==> src/rtl/noc_local_eject_switch_pkg.sv <==
// Shared types and constants for the local-port ejection crossbar.
// Holds the per-VC FSM state encoding, the router port indices and one-hot helpers.
package noc_local_eject_switch_pkg;

  localparam int NOC_VC_CHANNEL = 2;
  localparam int NOC_FLIT_WIDTH = 64;
  localparam int NUM_PORTS      = 5;
  localparam int PORT_IDX_W     = 3;

  localparam int PORT_LOCAL = 0;
  localparam int PORT_NORTH = 1;
  localparam int PORT_EAST  = 2;
  localparam int PORT_SOUTH = 3;
  localparam int PORT_WEST  = 4;

  typedef enum logic [1:0] {
    EJ_IDLE,
    EJ_ACTIVE,
    EJ_WAIT
  } eject_state_e;

  // Lowest set bit wins, so a malformed select still steers to a single port.
  function automatic logic [PORT_IDX_W-1:0] onehot_idx(input logic [NUM_PORTS-1:0] oh);
    onehot_idx = '0;
    for (int p = NUM_PORTS - 1; p >= 0; p--) begin
      if (oh[p]) onehot_idx = PORT_IDX_W'(p);
    end
  endfunction

  function automatic logic is_onehot(input logic [NUM_PORTS-1:0] oh);
    return (oh != '0) && ((oh & (oh - 1'b1)) == '0);
  endfunction

endpackage

==> src/rtl/noc_local_eject_switch_if.sv <==
// Flit-level handshake bundle between the router input ports, the eject switch and the local NI.
// master = traffic source/sink side, slave = the eject switch.
interface noc_local_eject_switch_if
  import noc_local_eject_switch_pkg::*;
#(
  parameter int CHANNELS   = NOC_VC_CHANNEL,
  parameter int FLIT_WIDTH = NOC_FLIT_WIDTH,
  parameter int VC_W       = (CHANNELS > 1) ? $clog2(CHANNELS) : 1
);

  logic [NUM_PORTS-1:0]                 in_valid;
  logic [NUM_PORTS-1:0][FLIT_WIDTH-1:0] in_data;
  logic [NUM_PORTS-1:0][VC_W-1:0]       in_vc;
  logic [NUM_PORTS-1:0]                 in_tail;
  logic [NUM_PORTS-1:0]                 in_ready;

  logic                  out_valid;
  logic [FLIT_WIDTH-1:0] out_data;
  logic [VC_W-1:0]       out_vc;
  logic                  out_tail;
  logic                  out_ready;
  logic [CHANNELS-1:0]   out_vc_ready;

  modport master (
    output in_valid, in_data, in_vc, in_tail, out_ready, out_vc_ready,
    input  in_ready, out_valid, out_data, out_vc, out_tail
  );

  modport slave (
    input  in_valid, in_data, in_vc, in_tail, out_ready, out_vc_ready,
    output in_ready, out_valid, out_data, out_vc, out_tail
  );

endinterface

==> src/rtl/noc_local_eject_switch_skid.sv <==
// Two-entry registered output stage: head_p1 drives the outputs directly, spare_p1 absorbs
// one flit of backpressure so the upstream ready never depends combinationally on out_ready.
module noc_local_eject_switch_skid #(
  parameter int WIDTH = 8
) (
  input  logic             clk,
  input  logic             rst,
  input  logic             in_valid,
  input  logic [WIDTH-1:0] in_data,
  output logic             in_ready,
  output logic             out_valid,
  output logic [WIDTH-1:0] out_data,
  input  logic             out_ready
);

  logic [1:0]       count_p1;
  logic [WIDTH-1:0] head_p1;
  logic [WIDTH-1:0] spare_p1;
  logic             push;
  logic             pop;

  assign in_ready  = (count_p1 != 2'd2);
  assign push      = in_valid && in_ready;
  assign pop       = out_ready && (count_p1 != 2'd0);
  assign out_valid = (count_p1 != 2'd0);
  assign out_data  = head_p1;

  // Stage p1: skid storage
  always_ff @(posedge clk) begin
    if (rst) begin
      count_p1 <= '0;
      head_p1  <= '0;
      spare_p1 <= '0;
    end else begin
      case ({push, pop})
        2'b10: begin
          if (count_p1 == 2'd0) head_p1 <= in_data;
          else                  spare_p1 <= in_data;
          count_p1 <= count_p1 + 2'd1;
        end
        2'b01: begin
          head_p1  <= spare_p1;
          count_p1 <= count_p1 - 2'd1;
        end
        // push blocks when full, so simultaneous push/pop only happens with one entry held
        2'b11:   head_p1 <= in_data;
        default: ;
      endcase
    end
  end

endmodule

==> src/rtl/noc_local_eject_switch.sv <==
// Local-port ejection crossbar: per-VC grant FSMs steer flits from the granted router port,
// a round-robin VC arbiter interleaves them flit-by-flit into the registered skid stage.
module noc_local_eject_switch
  import noc_local_eject_switch_pkg::*;
#(
  parameter int CHANNELS   = NOC_VC_CHANNEL,
  parameter int FLIT_WIDTH = NOC_FLIT_WIDTH,
  parameter int VC_W       = (CHANNELS > 1) ? $clog2(CHANNELS) : 1
) (
  input  logic                               noc_clk,
  input  logic                               noc_rst,
  input  logic [CHANNELS-1:0][NUM_PORTS-1:0] grant_i,
  output logic [CHANNELS-1:0]                free_o,
  output logic                               err_o,
  noc_local_eject_switch_if.slave            link
);

  localparam int SKID_W = FLIT_WIDTH + VC_W + 1;

  logic [CHANNELS-1:0]                 elig;
  logic [CHANNELS-1:0]                 err_vc;
  logic [CHANNELS-1:0]                 tail_done;
  logic [CHANNELS-1:0][PORT_IDX_W-1:0] port_of;
  logic [VC_W-1:0]                     rr_ptr;
  logic [VC_W-1:0]                     win;
  logic [PORT_IDX_W-1:0]               win_port;
  logic                                xfer;
  logic                                skid_ready;
  logic [NUM_PORTS-1:0]                ready;
  logic [SKID_W-1:0]                   skid_in;
  logic [SKID_W-1:0]                   skid_out;

  for (genvar v = 0; v < CHANNELS; v++) begin : g_vc
    eject_state_e         state;
    logic [NUM_PORTS-1:0] sel;

    assign port_of[v] = onehot_idx(sel);
    // Reset gating keeps a mid-packet reset from consuming a flit or popping the grant queue.
    assign elig[v] = !noc_rst && (state == EJ_ACTIVE)
                     && link.in_valid[port_of[v]]
                     && (link.in_vc[port_of[v]] == VC_W'(v))
                     && link.out_vc_ready[v] && skid_ready;
    assign tail_done[v] = xfer && (win == VC_W'(v)) && link.in_tail[port_of[v]];
    assign err_vc[v] = ((state == EJ_IDLE) && (grant_i[v] != '0) && !is_onehot(grant_i[v]))
                     || ((state == EJ_ACTIVE) && (grant_i[v] != sel));

    always_ff @(posedge noc_clk) begin
      if (noc_rst) begin
        state <= EJ_IDLE;
        sel   <= '0;
      end else begin
        case (state)
          EJ_IDLE: begin
            if (grant_i[v] != '0) begin
              sel   <= grant_i[v];
              state <= EJ_ACTIVE;
            end
          end
          EJ_ACTIVE: if (tail_done[v]) state <= EJ_WAIT;
          // grant queue head is still the popped entry this cycle
          default:   state <= EJ_IDLE;
        endcase
      end
    end
  end

  // Round-robin pick: the eligible VC closest at or after rr_ptr wins.
  always_comb begin
    int idx;
    idx  = 0;
    xfer = 1'b0;
    win  = rr_ptr;
    for (int i = CHANNELS - 1; i >= 0; i--) begin
      idx = int'(rr_ptr) + i;
      if (idx >= CHANNELS) idx = idx - CHANNELS;
      if (elig[idx]) begin
        xfer = 1'b1;
        win  = VC_W'(idx);
      end
    end
  end

  assign win_port = port_of[win];
  assign skid_in  = {link.in_data[win_port], link.in_vc[win_port], link.in_tail[win_port]};

  always_comb begin
    ready  = '0;
    free_o = '0;
    if (xfer) begin
      ready[win_port] = 1'b1;
      free_o          = tail_done;
    end
  end

  assign link.in_ready = ready;

  always_ff @(posedge noc_clk) begin
    if (noc_rst) begin
      rr_ptr <= '0;
      err_o  <= 1'b0;
    end else begin
      if (xfer) rr_ptr <= (int'(win) == CHANNELS - 1) ? '0 : win + 1'b1;
      if (|err_vc) err_o <= 1'b1;
    end
  end

  // Stage p0 -> p1: registered output stage toward the NI
  noc_local_eject_switch_skid #(.WIDTH(SKID_W)) u_skid (
    .clk       (noc_clk),
    .rst       (noc_rst),
    .in_valid  (xfer),
    .in_data   (skid_in),
    .in_ready  (skid_ready),
    .out_valid (link.out_valid),
    .out_data  (skid_out),
    .out_ready (link.out_ready)
  );

  assign {link.out_data, link.out_vc, link.out_tail} = skid_out;

endmodule
==> src/flat_wrapper.sv <==
// flat-port wrapper written by rule: the top's interface ports become plain ports
module noc_local_eject_switch_flat import noc_local_eject_switch_pkg::*;
#(
  parameter int CHANNELS   = NOC_VC_CHANNEL,
  parameter int FLIT_WIDTH = NOC_FLIT_WIDTH,
  parameter int VC_W       = (CHANNELS > 1) ? $clog2(CHANNELS) : 1
)
  (noc_clk, noc_rst, grant_i, free_o, err_o, link_in_valid, link_in_data, link_in_vc, link_in_tail, link_out_ready, link_out_vc_ready, link_in_ready, link_out_valid, link_out_data, link_out_vc, link_out_tail);
  noc_local_eject_switch_if #(.CHANNELS(CHANNELS), .FLIT_WIDTH(FLIT_WIDTH), .VC_W(VC_W)) link_i ();
  input  logic noc_clk;
  input  logic noc_rst;
  input  logic [CHANNELS-1:0][NUM_PORTS-1:0] grant_i;
  output logic [CHANNELS-1:0] free_o;
  output logic err_o;
  input wire logic [$bits(link_i.in_valid)-1:0] link_in_valid;
  input wire logic [$bits(link_i.in_data)-1:0] link_in_data;
  input wire logic [$bits(link_i.in_vc)-1:0] link_in_vc;
  input wire logic [$bits(link_i.in_tail)-1:0] link_in_tail;
  input wire logic [$bits(link_i.out_ready)-1:0] link_out_ready;
  input wire logic [$bits(link_i.out_vc_ready)-1:0] link_out_vc_ready;
  output wire logic [$bits(link_i.in_ready)-1:0] link_in_ready;
  output wire logic [$bits(link_i.out_valid)-1:0] link_out_valid;
  output wire logic [$bits(link_i.out_data)-1:0] link_out_data;
  output wire logic [$bits(link_i.out_vc)-1:0] link_out_vc;
  output wire logic [$bits(link_i.out_tail)-1:0] link_out_tail;
  assign link_i.in_valid = link_in_valid;
  assign link_i.in_data = link_in_data;
  assign link_i.in_vc = link_in_vc;
  assign link_i.in_tail = link_in_tail;
  assign link_i.out_ready = link_out_ready;
  assign link_i.out_vc_ready = link_out_vc_ready;
  assign link_in_ready = link_i.in_ready;
  assign link_out_valid = link_i.out_valid;
  assign link_out_data = link_i.out_data;
  assign link_out_vc = link_i.out_vc;
  assign link_out_tail = link_i.out_tail;
  noc_local_eject_switch #(.CHANNELS(CHANNELS), .FLIT_WIDTH(FLIT_WIDTH), .VC_W(VC_W)) u_core (.noc_clk(noc_clk), .noc_rst(noc_rst), .grant_i(grant_i), .free_o(free_o), .err_o(err_o), .link(link_i));
endmodule
==> config.mk <==
export PLATFORM = sky130hd
export DESIGN_NAME = noc_local_eject_switch_flat
export DESIGN_NICKNAME = d
export VERILOG_FILES = /design/src/rtl/noc_local_eject_switch_pkg.sv /design/src/rtl/noc_local_eject_switch_if.sv /design/src/rtl/noc_local_eject_switch_skid.sv /design/src/rtl/noc_local_eject_switch.sv /design/src/flat_wrapper.sv
export SDC_FILE = /design/constraint.sdc
export NUM_CORES = 1
export LEC_CHECK = 0
export CAP_MARGIN = 20
export CORE_AREA = 3 3 162 164
export CTS_BUF_LIST = sky130_fd_sc_hd__clkbuf_8
export CTS_CLUSTER_DIAMETER = 200
export DETAILED_ROUTE_END_ITERATION = 8
export DIE_AREA = 0 0 165 167
export PLACE_DENSITY = 0.78
export SYNTH_ARGS = -nofsm -noshare
export SYNTH_HDL_FRONTEND = slang
export SYNTH_SLANG_ARGS = --single-unit
export TNS_END_PERCENT = 50
==> constraint.sdc <==
create_clock -name noc_clk -period 2.4 [get_ports noc_clk]
set_input_delay 0.24 -clock noc_clk [delete_from_list [all_inputs] [get_ports noc_clk]]
set_output_delay 0.24 -clock noc_clk [all_outputs]
set_load 0.02 [all_outputs]
; Word-level counts from Yosys, hierarchy flattened
; Cells that the tools add are included.
[totals]
regBits = 150
inputBits = 350
out_inout_bits = 75
wordCells = 147
[classes]
addsub = 8
order_cmp = 9
n_eq_ne = 13
muxes = 56
bitwise = 5
reduce_logical = 47
[ops]
columns = op, n
row1 = 66-bit case mux with 3 select lines, 1
row2 = 64-bit binary-select mux with 3-bit select, 1
row3 = 66-bit two-way mux, 1
row4 = 32-bit by 3-bit < comparator with 1-bit output (second input constant), 2
row5 = 32-bit two-way mux, 2
row6 = 64-bit two-way mux, 1
row7 = 3-bit two-way mux, 12
row8 = 32-bit by 3-bit >= comparator with 1-bit output (second input constant), 1
row9 = 32-bit by 3-bit subtractor with 32-bit output (second input constant), 1
row10 = 1-bit logical AND, 25
row11 = 1-bit binary-select mux with 3-bit select, 8
row12 = 1-bit two-way mux, 20
row13 = 3-bit by 4-bit < comparator with 1-bit output (second input constant), 3
row14 = 2-bit case mux with 2 select lines, 3
row15 = 2-bit AND reduction, 6
row16 = 5-bit AND, 2
row17 = 5-bit logical NOT, 2
row18 = 2-bit two-way mux, 5
row19 = 5-bit inequality test, 2
row20 = 5-bit nonzero test, 2
row21 = 5-bit by 1-bit subtractor with 5-bit output (second input constant), 2
row22 = 2-bit inequality test (second input constant), 4
row23 = 2-bit by 1-bit equality test with 1-bit output (second input constant), 3
row24 = 2-bit logical NOT, 3
row25 = 18 further kinds, 26

; Longest topological paths before layout
[logic_depth]
ltp_word = 23
ltp_mapped = 13
ltp_nobuf = 10

; Hierarchy
; From an unflattened synthesis, not the netlist that was laid out.
[unflattened]
hier_cells = 1071
area_unflattened_um2 = 9069.9
[by_module_without_submodules]
columns = mod, instances, cells_each, area_each_um2, seq_area_each_um2
row1 = noc_local_eject_switch_skid, 1, 607, 5604.1, 2682.6
row2 = noc_local_eject_switch, 1, 464, 3465.8, 320.3

; Worst setup path before layout
; Ideal clock, no wire load.
[synth_path]
path_type = register to output
from = register u_core.g_vc[0].sel[2]
to = output link_in_ready[4]
t_arrival_ns = 2.520
required_time_ns = 2.160
setup_slack_ns = -0.360
path_stages_with_launch = 11
n_path_buf = 3
path_cell_list = dfxtp_1 -> buf_4 -> nor2_2 -> nand3_2 -> o2111ai_1 -> a31o_2 -> maj3_2 -> mux2i_4 -> buf_2 -> buf_4 -> nor2b_1
[synth_between]
elab_chain_cells = 21
elab_cells_between_ends = 30
classes_between = order compare (2) / mux (22) / bitwise (1) / reduce/logical (5)
[synth_lines]
columns = element, line_no
row1 = "start, declared", noc_local_eject_switch.sv:35  ; logic [NUM_PORTS-1:0] sel;
row2 = "start signal, assigned", noc_local_eject_switch.sv:55  ; sel <= grant_i[v];
row3 = 3-bit two-way mux (*) (3 in a row), noc_local_eject_switch_pkg.sv:26  ; if (oh[p]) onehot_idx = PORT_IDX_W'(p);
row4 = "1-bit binary-select mux with 3-bit select, on equally long branches", "noc_local_eject_switch.sv:40, noc_local_eject_switch.sv:41"
row5 = "1-bit two-way mux, on equally long branches", "noc_local_eject_switch.sv:40, noc_local_eject_switch.sv:41"
row6 = 1-bit logical AND or 1-bit NOT (tied branches), "noc_local_eject_switch.sv:40, noc_local_eject_switch.sv:41"
row7 = 1-bit logical AND, noc_local_eject_switch.sv:41  ; && (link.in_vc[port_of[v]] == VC_W'(v))
row8 = 1-bit logical AND (2 in a row), noc_local_eject_switch.sv:42  ; && link.out_vc_ready[v] && skid_ready;
row9 = 1-bit two-way mux (implied by the code) (3 in a row), noc_local_eject_switch.sv:76  ; if (elig[idx]) begin
row10 = 1-bit two-way mux (2 in a row), noc_local_eject_switch.sv:76
row11 = 3-bit two-way mux (implied by the code) (2 in a row), noc_local_eject_switch.sv:83  ; assign win_port = port_of[win];
row12 = 3-bit by 4-bit < comparator with 1-bit output (implied by the code) or 3-bit by 1-bit >= comparator with 1-bit output (tied branches), noc_local_eject_switch.sv:90  ; ready[win_port] = 1'b1;
row13 = 1-bit logical AND (implied by the code), noc_local_eject_switch.sv:90
row14 = 1-bit two-way mux (implied by the code), noc_local_eject_switch.sv:90
row15 = 1-bit demux with 3-bit select, n/a
row16 = 5-bit two-way mux (*), noc_local_eject_switch.sv:89  ; if (xfer) begin
row17 = "end, declared", flat_wrapper.sv:21  ; output wire logic [$bits(link_i.in_ready)-1:0] link_in_ready;
; Every way passes the cells marked *; elsewhere a longest branch is shown, timed or not. The select of a mux whose other input is x is not followed.

; Worst setup path after layout
[layout_path]
from = register u_core.g_vc[1].state[1]
to = register u_core.u_skid.head_p1[37], in the netlist u_core.u_skid.out_data[37]
[layout_between]
elab_chain_cells = 17
elab_cells_between_ends = 29
classes_between = eq/ne (5) / mux (16) / reduce/logical (8)
[layout_lines]
columns = element, line_no
row1 = "start, declared", noc_local_eject_switch.sv:34  ; eject_state_e state;
row2 = "start signal, assigned", noc_local_eject_switch.sv:49  ; state <= EJ_IDLE;
row3 = "start signal, assigned", noc_local_eject_switch.sv:56  ; state <= EJ_ACTIVE;
row4 = "start signal, assigned", noc_local_eject_switch.sv:59  ; EJ_ACTIVE: if (tail_done[v]) state <= EJ_WAIT;
row5 = 2-bit by 1-bit equality test with 1-bit output (*), noc_local_eject_switch.sv:39  ; assign elig[v] = !noc_rst && (state == EJ_ACTIVE)
row6 = 1-bit logical AND (*), noc_local_eject_switch.sv:39
row7 = 1-bit logical AND (*), noc_local_eject_switch.sv:40  ; && link.in_valid[port_of[v]]
row8 = 1-bit logical AND (*), noc_local_eject_switch.sv:41
row9 = 1-bit logical AND (*) (2 in a row), noc_local_eject_switch.sv:42
row10 = 1-bit two-way mux (implied by the code) (3 in a row), noc_local_eject_switch.sv:76
row11 = 1-bit two-way mux (2 in a row), noc_local_eject_switch.sv:76
row12 = 3-bit two-way mux (implied by the code) (2 in a row), noc_local_eject_switch.sv:83
row13 = 64-bit binary-select mux with 3-bit select, noc_local_eject_switch.sv:84  ; assign skid_in = {link.in_data[win_port], link.in_vc[win_port], link.in_tail[win_port]};
row14 = 64-bit two-way mux (implied by the code), noc_local_eject_switch.sv:84
row15 = 66-bit two-way mux, noc_local_eject_switch_skid.sv:37  ; if (count_p1 == 2'd0) head_p1 <= in_data;
row16 = 66-bit case mux with 3 select lines, noc_local_eject_switch_skid.sv:35  ; case ({push, pop})
row17 = "end signal, assigned", noc_local_eject_switch_skid.sv:37
row18 = "end signal, assigned", noc_local_eject_switch_skid.sv:42  ; head_p1 <= spare_p1;
row19 = "end signal, assigned", noc_local_eject_switch_skid.sv:46  ; 2'b11: head_p1 <= in_data;
row20 = "end, declared", noc_local_eject_switch_skid.sv:17  ; logic [WIDTH-1:0] head_p1;
; Marks and branches as above.
; A chain may end at the register's enable or synchronous reset.

==> summary.log <==
[run_status] status complete, but fails checks
[run_status] violations in the final reports negative setup slack
[routing] Iter 0 DRT Violations 704
[floorplanning] number of placed I/O pins 425
[cells_and_area] # fillers 1896
[clock_tree] clock-pin slew of the registers on the worst-case setup and hold paths 90 ps
[floorplanning] starting density of the core 36.3%
[cells_and_area] fraction of final layout cells sized beyond drive strength 1 29.6%
[clock_tree] largest buffer count on any clock path 2
[global_route] sum of overflow across all layers after global routing 0
[timing] setup total negative slack -70550 ps
[global_route] total global routing track utilization 26.5%
[synthesis] number of synthesis warnings 0
[synthesis] average footprint of a synthesized cell 8.75 µm²
[synthesis] Primary FF master, synth dfxtp_1
[clock_tree] number of buffers inserted during clock tree synthesis 17
[routing] Avg WL per Cell 21.1 µm
[floorplanning] width of the die 165 µm
[routing] count of vias placed by the detailed router 10700
[routing] post-detailed-route via-to-cell ratio 5.71
[floorplanning] Row Count 58
[power] Power Dens Cells 587 nW/µm²
[floorplanning] height of the die 167 µm
[synthesis] share of the yosys chip area belonging to registers 33.0%
[clock_tree] hold-fix buffers at CTS 0
[timing] Worst Slack Setup Final -603 ps
[floorplanning] core box area 25000 µm²
[timing] Fmax achieved 333 MHz
[critical_path] critical path capture point type flip-flop
[cells_and_area] final design instance area without fill 16700 µm²
[synthesis] net count after synthesis 1392
[timing] part of the cycle the worst path needs 125%
[critical_path] Critical Path Fanout Max 9
[routing] detailed-route DRC error count 0
[placement] pre-CTS setup slack -898 ps
[cells_and_area] n_diodes 0
[synthesis] cell area after synthesis 9090 µm²
[critical_path] type of origin of the critical path flip-flop
[timing] unrepaired setup endpoints after global routing true
[critical_path] data required time of the worst path 2700 ps
[floorplanning] area of the die 27600 µm²
[global_route] antenna violations before repair 0
[synthesis] area share of the largest cell type after synthesis 33.0%
[global_route] maximum number of pins on one net before global-route repair 72
[power] Power Total 9.78 mW
[synthesis] ys async rst share 0%
[synthesis] top area cells in the synthesized netlist dfxtp_1 (33%), a311oi_1 (12%), mux2_2 (9.0%)
[placement] hpwl dp 26500 µm
[clock_tree] Worst-Skew Late Latency 450 ps
[timing] Finish-stage setup viols 139
[timing] number of hold-slack violations in the final timing report 0
[routing] Antenna Violating Nets Remaining 0
[synthesis] Post-Synthesis Cells 1040
[critical_path] startpoint-to-endpoint class of the critical path reg -> reg
[critical_path] CP arrival 3300 ps
[min_path] Min-Delay Path Class in -> reg
[job] number of max-cap violations 0
[global_route] vias in the first global route 11100
[routing] total wire length 39800 µm
[placement] total cell area at the placement stage 14600 µm²
[clock_tree] CTS H-Tree Depth 4
[timing] shortest clock period the worst path allows after layout 3000 ps
[synthesis] Synth area leader dfxtp_1
[cells_and_area] Finished Core Util 66.5%
[timing] final count of pins violating max slew 0
[clock_tree] clock tree from TritonCTS built
[synthesis] number of enable-type register cells in the synthesized netlist 0
[timing] normalized max-slew margin 44.1%
[power] P_leak 5.93 nW
[timing] worst clock skew on the final layout 12.9 ps
[placement] count of port buffers added during placement 424
[cells_and_area] Layout area overhead 83.1%
[placement] last weighted congestion value of the routability-driven placer 0.931
[global_route] first-pass GRT wire length 58100 µm
[power] worst-case vdd ir drop 376 µV
[clock_tree] cell chosen for the clock root clkbuf_8
[synthesis] number of different library cells in the post-synthesis netlist 64
[cells_and_area] number of nets in the final layout 1892
[routing] length of the first detailed-routing pass in iterations 5
[clock_tree] number of sinks driven by the clock tree 150
[synthesis] total of flip-flops plus latches after synthesis 150
[timing] slew of the pin with the lowest slew margin 838 ps
[path summary, 6_finish.rpt]
path                              start                          to  slack, ps  cells after the start
max reg2reg     u_core.g_vc[1].state[1]  u_core.u_skid.out_data[37]       -600                     14
min                             noc_rst       u_core.g_vc[0].sel[3]        210                      3
max             u_core.g_vc[1].state[1]  u_core.u_skid.out_data[37]       -600                     14
min reg2reg  u_core.u_skid.spare_p1[60]  u_core.u_skid.spare_p1[60]        500                      2
[critical path, stage by stage (launching register included)]
cell,delay [ps]
dfxtp_1,320
nand2b_2,210
a2111oi_4,290
o2111ai_2,210
and2_4,210
o211ai_2,210
nand2_2,120
nor2_4,140
buf_12,180
buf_8,140
buf_16,160
buf_8,130
mux2_4,330
nand2_4,90
a311oi_2,100
[routing by layer]
metal / wire, µm / GRT usage, %
met5: 0 / 0
met4: 1510 / 9.34
met3: 2810 / 5.35
met2: 20400 / 48.0
met1: 15100 / 30.5
[cell families (layout without fill, tap and decap cells)]
logic type	Yosys count	in the layout	share of synthesized area, %
fa+ha+maj	5	5	0.619
compound gates	340	340	27.4
buf+inv	103	616	4.83
xor+xnor	12	12	1.16
mux	132	132	16.6
simple gates	298	298	16.4
flops	150	150	33.0
[power by group]
part / internal (mW) / switching, mW / total, mW / leakage [nW]
Clock: 0.770 / 1.08 / 1.84 / 0.175
Sequential: 2.76 / 0.148 / 2.91 / 1.22
Combinational: 2.62 / 2.41 / 5.03 / 4.53
[state kept, by name (all words and copies together), names as in the netlist]
signal	cells
u_core.rr_ptr	1
u_core.u_skid.count_p1	2
u_core.err_o	1
u_core.u_skid.spare_p1	66
u_core.g_vc.state	4
u_core.g_vc.sel	10
u_core.u_skid.out_data	66
[cell usage after synthesis (3+ instances only)]
cell type,instances
nand3b_1,66
nor3_1,9
xnor2_1,5
a21oi_2,3
nand3_1,5
buf_2,18
inv_1,7
a2111oi_0,6
nand2b_1,3
a21oi_1,25
xor2_1,7
o41ai_1,5
buf_1,7
mux2_1,53
mux2_2,73
o21ai_0,82
a22oi_1,65
nand2_1,91
dfxtp_1,150
nor2b_1,13
a311oi_1,124
a21boi_0,3
clkbuf_1,62
mux2i_1,3
nor2_1,95
buf_4,8
a211oi_1,4
[what timing repair did]
item,CTS,global route
endpoints found under the setup margin,141,141
gates cloned,10,6
setup buffers,15,4
resized for setup,208,120
hold endpoints to repair,0,0
pin swaps,113,67
[metrics by stage]
stage | std cells | hold slack [ps]
finish | 1883 | 208
global route | 1883 | 188
CTS | 1878 | 177
detailed placement | 1821 | 480
global placement | 1821 | 468
floorplan | 1040 | 368
[cell type report]
| type | instances | area (µm²) | share of cell area [%] |
|---|---|---|---|
| clock buffer | 18 | 248 | 1.49 |
| clock inverter | 14 | 116 | 0.699 |
| inverter | 8 | 30.0 | 0.180 |
| multi-input combinational | 787 | 6750 | 40.5 |
| sequential | 150 | 3010 | 18.1 |
| tap | 330 | 413 | 2.48 |
| timing repair buffer | 576 | 6080 | 36.5 |
[layout by cell type, fill, tap and decap left out, types with 5 or more instances in the layout]
cell	n
a311oi_2	23
inv_6	6
nand3b_1	66
a311oi_1	101
inv_1	7
dfxtp_1	145
buf_12	23
nor2_4	9
mux2_1	32
a22oi_2	64
buf_8	7
buf_16	9
clkbuf_8	18
nor3_1	9
buf_4	83
nand2_2	19
a21oi_1	21
mux2_4	60
nor2b_1	10
nand2_1	68
nor2_1	87
o21ai_0	79
clkdlybuf4s50_1	416
buf_6	34
xor2_1	7
nand2_4	5
mux2_2	35
No activity file was read; power rests on OpenSTA's default activity.
